==> src/rtl/muller_c_pkg.sv <==
// Shared types and constants for the Muller C-element block:
// mode encoding, io_in bit positions and counter width.
package muller_c_pkg;

  localparam int IO_W  = 6;
  localparam int CNT_W = 8;

  localparam int A_BIT    = 0;
  localparam int B_BIT    = 1;
  localparam int C_BIT    = 2;
  localparam int EN_BIT   = 3;
  localparam int MODE_LSB = 4;
  localparam int MODE_MSB = 5;

  typedef enum logic [1:0] {
    MODE_C2   = 2'b00,
    MODE_C3   = 2'b01,
    MODE_ASYM = 2'b10,
    MODE_HOLD = 2'b11
  } mode_e;

endpackage

==> src/rtl/muller_c_element.sv <==
// C-element state register: set_i forces 1, clr_i forces 0, else hold.
// Ports: clk, rst_n (async active-low), set_i, clr_i, state_o.
module muller_c_element (
  input  logic clk,
  input  logic rst_n,
  input  logic set_i,
  input  logic clr_i,
  output logic state_o
);

  logic state_d;
  logic state_q;

  always_comb begin
    state_d = state_q;
    if (set_i)
      state_d = 1'b1;
    else if (clr_i)
      state_d = 1'b0;
  end

  always_ff @(posedge clk or negedge rst_n) begin
    if (!rst_n)
      state_q <= 1'b0;
    else
      state_q <= state_d;
  end

  assign state_o = state_q;

endmodule

==> src/rtl/muller_c_proj_formal.sv <==
// Mode-configurable Muller C-element with agree flag and toggle counter.
// Ports: clk, rst_n, io_in{mode,en,c,b,a}, c_out, c_out_n, agree,
// toggle_cnt. Define MULLER_C_PROPS_EN to compile in properties.
module muller_c_proj_formal
  import muller_c_pkg::*;
(
  input  logic             clk,
  input  logic             rst_n,
  input  logic [IO_W-1:0]  io_in,
  output logic             c_out,
  output logic             c_out_n,
  output logic             agree,
  output logic [CNT_W-1:0] toggle_cnt
);

  logic  a, b, c, en;
  mode_e mode;
  logic  set_raw, clr_raw;
  logic  set_en, clr_en;
  logic  agree_c;
  logic  toggle;

  logic [CNT_W-1:0] cnt_d;
  logic [CNT_W-1:0] cnt_q;

  always_comb begin
    a    = io_in[A_BIT];
    b    = io_in[B_BIT];
    c    = io_in[C_BIT];
    en   = io_in[EN_BIT];
    mode = mode_e'(io_in[MODE_MSB:MODE_LSB]);
  end

  always_comb begin
    set_raw = 1'b0;
    clr_raw = 1'b0;
    agree_c = 1'b0;
    unique case (mode)
      MODE_C2: begin
        set_raw = a & b;
        clr_raw = ~a & ~b;
        agree_c = (a == c_out) && (b == c_out);
      end
      MODE_C3: begin
        set_raw = a & b & c;
        clr_raw = ~a & ~b & ~c;
        agree_c = (a == c_out) && (b == c_out)
               && (c == c_out);
      end
      MODE_ASYM: begin
        // c only gates the rising side
        set_raw = a & b & c;
        clr_raw = ~a & ~b;
        agree_c = (a == c_out) && (b == c_out);
      end
      MODE_HOLD: begin
        set_raw = 1'b0;
        clr_raw = 1'b0;
        agree_c = 1'b0;
      end
      default: begin
        set_raw = 1'b0;
        clr_raw = 1'b0;
        agree_c = 1'b0;
      end
    endcase
  end

  assign set_en = en & set_raw;
  assign clr_en = en & clr_raw;

  // set/clr are mutually exclusive, so a change occurs
  // only when the active one opposes the current state
  assign toggle = (set_en & ~c_out) | (clr_en & c_out);

  muller_c_element c_element (
    .clk     (clk),
    .rst_n   (rst_n),
    .set_i   (set_en),
    .clr_i   (clr_en),
    .state_o (c_out)
  );

  always_comb begin
    cnt_d = cnt_q;
    if (toggle)
      cnt_d = cnt_q + CNT_W'(1);
  end

  always_ff @(posedge clk or negedge rst_n) begin
    if (!rst_n)
      cnt_q <= '0;
    else
      cnt_q <= cnt_d;
  end

  assign c_out_n    = ~c_out;
  assign agree      = agree_c;
  assign toggle_cnt = cnt_q;

`ifdef MULLER_C_PROPS_EN
  a_inv: assert property (
    @(posedge clk) c_out_n == ~c_out);

  a_hold: assert property (
    @(posedge clk) disable iff (!rst_n)
    (!en || mode == MODE_HOLD) |=> $stable(c_out));

  a_rise: assert property (
    @(posedge clk) disable iff (!rst_n)
    $rose(c_out) |-> $past(set_raw));

  a_cnt: assert property (
    @(posedge clk) disable iff (!rst_n)
    $changed(toggle_cnt) == $changed(c_out));

  c_c2: cover property (
    @(posedge clk) disable iff (!rst_n)
    (mode == MODE_C2 && c_out)
    ##[1:$] (mode == MODE_C2 && !c_out));

  c_c3: cover property (
    @(posedge clk) disable iff (!rst_n)
    (mode == MODE_C3 && c_out)
    ##[1:$] (mode == MODE_C3 && !c_out));

  c_asym: cover property (
    @(posedge clk) disable iff (!rst_n)
    (mode == MODE_ASYM && c_out)
    ##[1:$] (mode == MODE_ASYM && !c_out));
`else
`endif

endmodule

==> config.mk <==
export PLATFORM = sky130hd
export DESIGN_NAME = muller_c_proj_formal
export DESIGN_NICKNAME = d
export VERILOG_FILES = /design/src/rtl/muller_c_pkg.sv /design/src/rtl/muller_c_element.sv /design/src/rtl/muller_c_proj_formal.sv
export SDC_FILE = /design/constraint.sdc
export NUM_CORES = 1
export LEC_CHECK = 0
export CAP_MARGIN = 20
export CORE_ASPECT_RATIO = 1.2
export CORE_MARGIN = 10
export CORE_UTILIZATION = 25
export DETAILED_ROUTE_END_ITERATION = 10
export GPL_TIMING_DRIVEN = 0
export MAX_ROUTING_LAYER = met4
export PLACE_DENSITY_LB_ADDON = 0.3
export SKIP_LAST_GASP = 1
export SLEW_MARGIN = 20
export SYNTH_ARGS = -nofsm -noshare
export SYNTH_HDL_FRONTEND = slang
export SYNTH_SLANG_ARGS = --single-unit
==> constraint.sdc <==
create_clock -name clk -period 2.3 [get_ports clk]
set_input_delay 0.69 -clock clk [delete_from_list [all_inputs] [get_ports clk]]
set_output_delay 0.69 -clock clk [all_outputs]
set_load 0.005 [all_outputs]
==> results by group <==
Status
  • Outcome: complete, but fails checks
  • Failing checks: negative setup slack

Yosys
  • Ranking of synthesized cells by area: sky130_fd_sc_hd__dfrtp_1 43%, sky130_fd_sc_hd__xnor2_1 12%, sky130_fd_sc_hd__o2111ai_1 9.9%
  • Total number of yosys warnings: 0
  • Syn_area_per_cell: 11.5 sq um
  • Post-Synthesis Net Count: 58
  • Number of standard cells after synthesis: 46
  • Combined area of all synthesized cells: 529 sq um
  • Sequential fraction of the synthesis area: 0.426
  • Yosys top cell area share: 0.426
  • Post-synthesis cell type with the largest combined area: sky130_fd_sc_hd__dfrtp_1
  • Cell variety after synth: 20
  • Flip-flop and latch count after synthesis: 9

GRT
  • Met1 Use GR: 0.0794
  • Congestion Overflow GR: 0
  • Antenna violations before repair: 0
  • Met2 global-route usage: 0.114
  • Global-route wire length before repair: 2380 um
  • Maximum number of pins on one net before global-route repair: 10
  • Via count of the first global-routing pass: 521
  • Met3 Use GR: 0.0181
  • Combined global-route utilization of all metal layers: 0.0710
  • Busiest metal layer after global routing: met2

Timing
  • Worst Hold Margin: 0.465 ns
  • Final setup slack of the worst path: -0.0114 ns
  • Remaining max-slew budget at the tightest pin: 0.665
  • Final worst clock skew: 0.00625 ns
  • Slew at the pin with the worst max-slew slack: 0.499 ns
  • Shortest period the worst path allows: 2.31 ns
  • Achievable Freq: 433 MHz
  • Setup TNS: -0.0114 ns
  • Final hold viol count: 0
  • Max-slew violation count: 0
  • Setup-failing EPs final: 1
  • Share of the clock period used by the worst path after layout: 1.00
  • Setup repair after global routing missed its margin: true

Cells and area
  • Synthesis-to-finish area growth: 57.2%
  • Total of fill cells in the finished design: 221
  • Final nets: 86
  • Area of all placed cells without fillers: 832 sq um
  • Fraction of final layout cells sized beyond drive strength 1: 0.260
  • N_diodes: 0

Clock network
  • Root buffer cell: sky130_fd_sc_hd__clkbuf_4
  • Number of clock buffers inserted by TritonCTS: 3
  • CTS tree: built
  • Sink count of the clock tree: 9
  • Htree depth: 1
  • Latest clock arrival within the worst-skew pair: 0.26 ns
  • Quantity of hold-fixing buffers added after cts: 0
  • CTS Buffer Depth: 2
  • Clock-pin slew of the registers on the worst-case setup and hold paths: 0.06 ns

Detailed routing
  • Total length of routed wires: 1410 um
  • Vias after detailed routing: 479
  • Total iterations of the first detailed-routing run: 4
  • Residual DRC count: 0
  • Routed length per placed instance: 13.7 um
  • Number of routed nets with antenna violations: 0
  • Vias per cell: 4.65
  • DRT iter0 DRCs: 13

Hold path
  • Min-delay worst type: reg2reg
  • Launch instance of the worst min-delay path: toggle_cnt[7]

Pwr
  • Power Total: 0.573 mW
  • P per Cell Area: 689 nW/um^2
  • Static leakage power: 0.352 nW
  • Maximum VDD drop: 0.389 mV

Setup path
  • CP endpoint kind: primary output
  • Beginning of the worst register-to-register path: c_element.state_o
  • Required time of the critical path: 1.61 ns
  • Family with the most delay on the worst path: compound AO/OA/AOI/OAI gates
  • R2R Setup Slk: 0.85 ns
  • Cell-by-cell listing of the critical path: buf_6, inv_4, ha_4, a21o_1, o31a_2, nor2_1, buf_2
  • Crit start category: input pin
  • Buf+Inv Stages, Crit Path: 3
  • Slowest stage delay, CP: 0.27 ns
  • Slowest cell on crit path: sky130_fd_sc_hd__o31a_2
  • Critical path arrival: 1.62 ns
  • Critical path type: in2out
  • Peak fanout along the critical path: 3
  • Startpoint of the most critical setup path: io_in[5]

Placed design
  • Placer congestion estimate: 0.700
  • HPWL Detailed: 1040 um
  • Area post-placement: 747 sq um
  • Post-Place Worst Slack: -0.967 ns
  • Quantity of I/O buffers inserted on ports: 18

Die
  • Core area: 2050 sq um
  • Floorplan die width: 62 um
  • Number of I/O pins: 19
  • Starting density of the core: 0.258
  • Site Rows: 18
  • Area enclosed by the die boundary: 4360 sq um
  • Floorplan die height: 70.4 um

Run
  • Total of max-cap violations: 0
-- per-layer routing --
metal,wire length [um],vias up,share of wire
li1,-,229,-
met5,0,-,0
met1,569,235,0.40
met4,5,0,0.0036
met3,107,2,0.076
met2,723,13,0.51
-- synthesized netlist by cell type, drive strengths merged --
library cell,instances
ha,4
dfrtp,9
a21oi,1
nand2,1
and3,2
nand3,1
mux2,1
o21ai,1
xnor2,7
o31a,1
nor4,1
nor4b,1
o2111ai,6
nor3,2
o22ai,1
a21o,1
inv,4
nor2,2
-- kinds of logic (layout without fill, tap and decap cells) --
| family | count (synthesis) | in the layout | synth area share |
|---|---|---|---|
| flops | 9 | 9 | 0.426 |
| simple gates | 10 | 10 | 0.144 |
| compound gates | 11 | 11 | 0.163 |
| mux | 1 | 1 | 0.0284 |
| buf+inv | 4 | 31 | 0.0284 |
| fa+ha+maj | 4 | 4 | 0.0946 |
| xor+xnor | 7 | 7 | 0.116 |
-- power by group --
group / switching (mW) / total [mW] / leakage, nW / internal (mW)
Sequential: 0.0548 / 0.248 / 0.118 / 0.193
Combinational: 0.0722 / 0.204 / 0.219 / 0.132
Clock: 0.0548 / 0.122 / 0.0150 / 0.0668
-- area by class of cell --
type                    count  area, sq um  share of cell area
multi-input cells          33          313               0.376
flip-flops and latches      9          225               0.271
repair buffers             23          213               0.256
well taps                  30         37.5              0.0451
clock buffers               4         26.3              0.0316
inverters                   4         17.5              0.0211
-- placed cells by master (no fill, tap or decap), types with 2 or more instances in the layout --
cell,n
sky130_fd_sc_hd__clkdlybuf4s50_1,12
sky130_fd_sc_hd__dfrtp_1,9
sky130_fd_sc_hd__xnor2_1,7
sky130_fd_sc_hd__o2111ai_1,6
sky130_fd_sc_hd__buf_4,5
sky130_fd_sc_hd__inv_1,3
sky130_fd_sc_hd__ha_1,3
sky130_fd_sc_hd__clkbuf_4,3
sky130_fd_sc_hd__and3_1,2
sky130_fd_sc_hd__dlygate4sd2_1,2
sky130_fd_sc_hd__buf_6,2
-- worst register-to-register path, stage by stage, from the launching register on --
cell and delay [ns]:
sky130_fd_sc_hd__dfrtp_1 0.44, sky130_fd_sc_hd__nor3_2 0.48, sky130_fd_sc_hd__nor2_2 0.10, sky130_fd_sc_hd__mux2_4 0.31
-- registers in the layout (all words and copies together), names as in the netlist --
name	count
toggle_cnt	8
c_element.state_o	1
-- per-stage QoR --
| step | instances | util |
|---|---|---|
| 2_1_floorplan | 46 | - |
| 3_3_place_gp | 94 | 0.364 |
| 3_5_place_dp | 94 | 0.364 |
| 4_1_cts | 101 | 0.397 |
| 5_1_grt | 103 | 0.406 |
| 6_report | 103 | 0.406 |
-- final timing paths --
check	to	cells after the start
max	agree	7
min	toggle_cnt[7]	1
max reg2reg	toggle_cnt[1]	3
min reg2reg	toggle_cnt[7]	1
max in group asynchronous	toggle_cnt[6]	1
min in group asynchronous	toggle_cnt[5]	1
-- timing repair --
action	CTS	global route
pin swaps	4	3
endpoints found under the setup margin	8	1
setup buffers	3	2
gates resized for setup	23	1
Power figures use the tool's default switching activity.
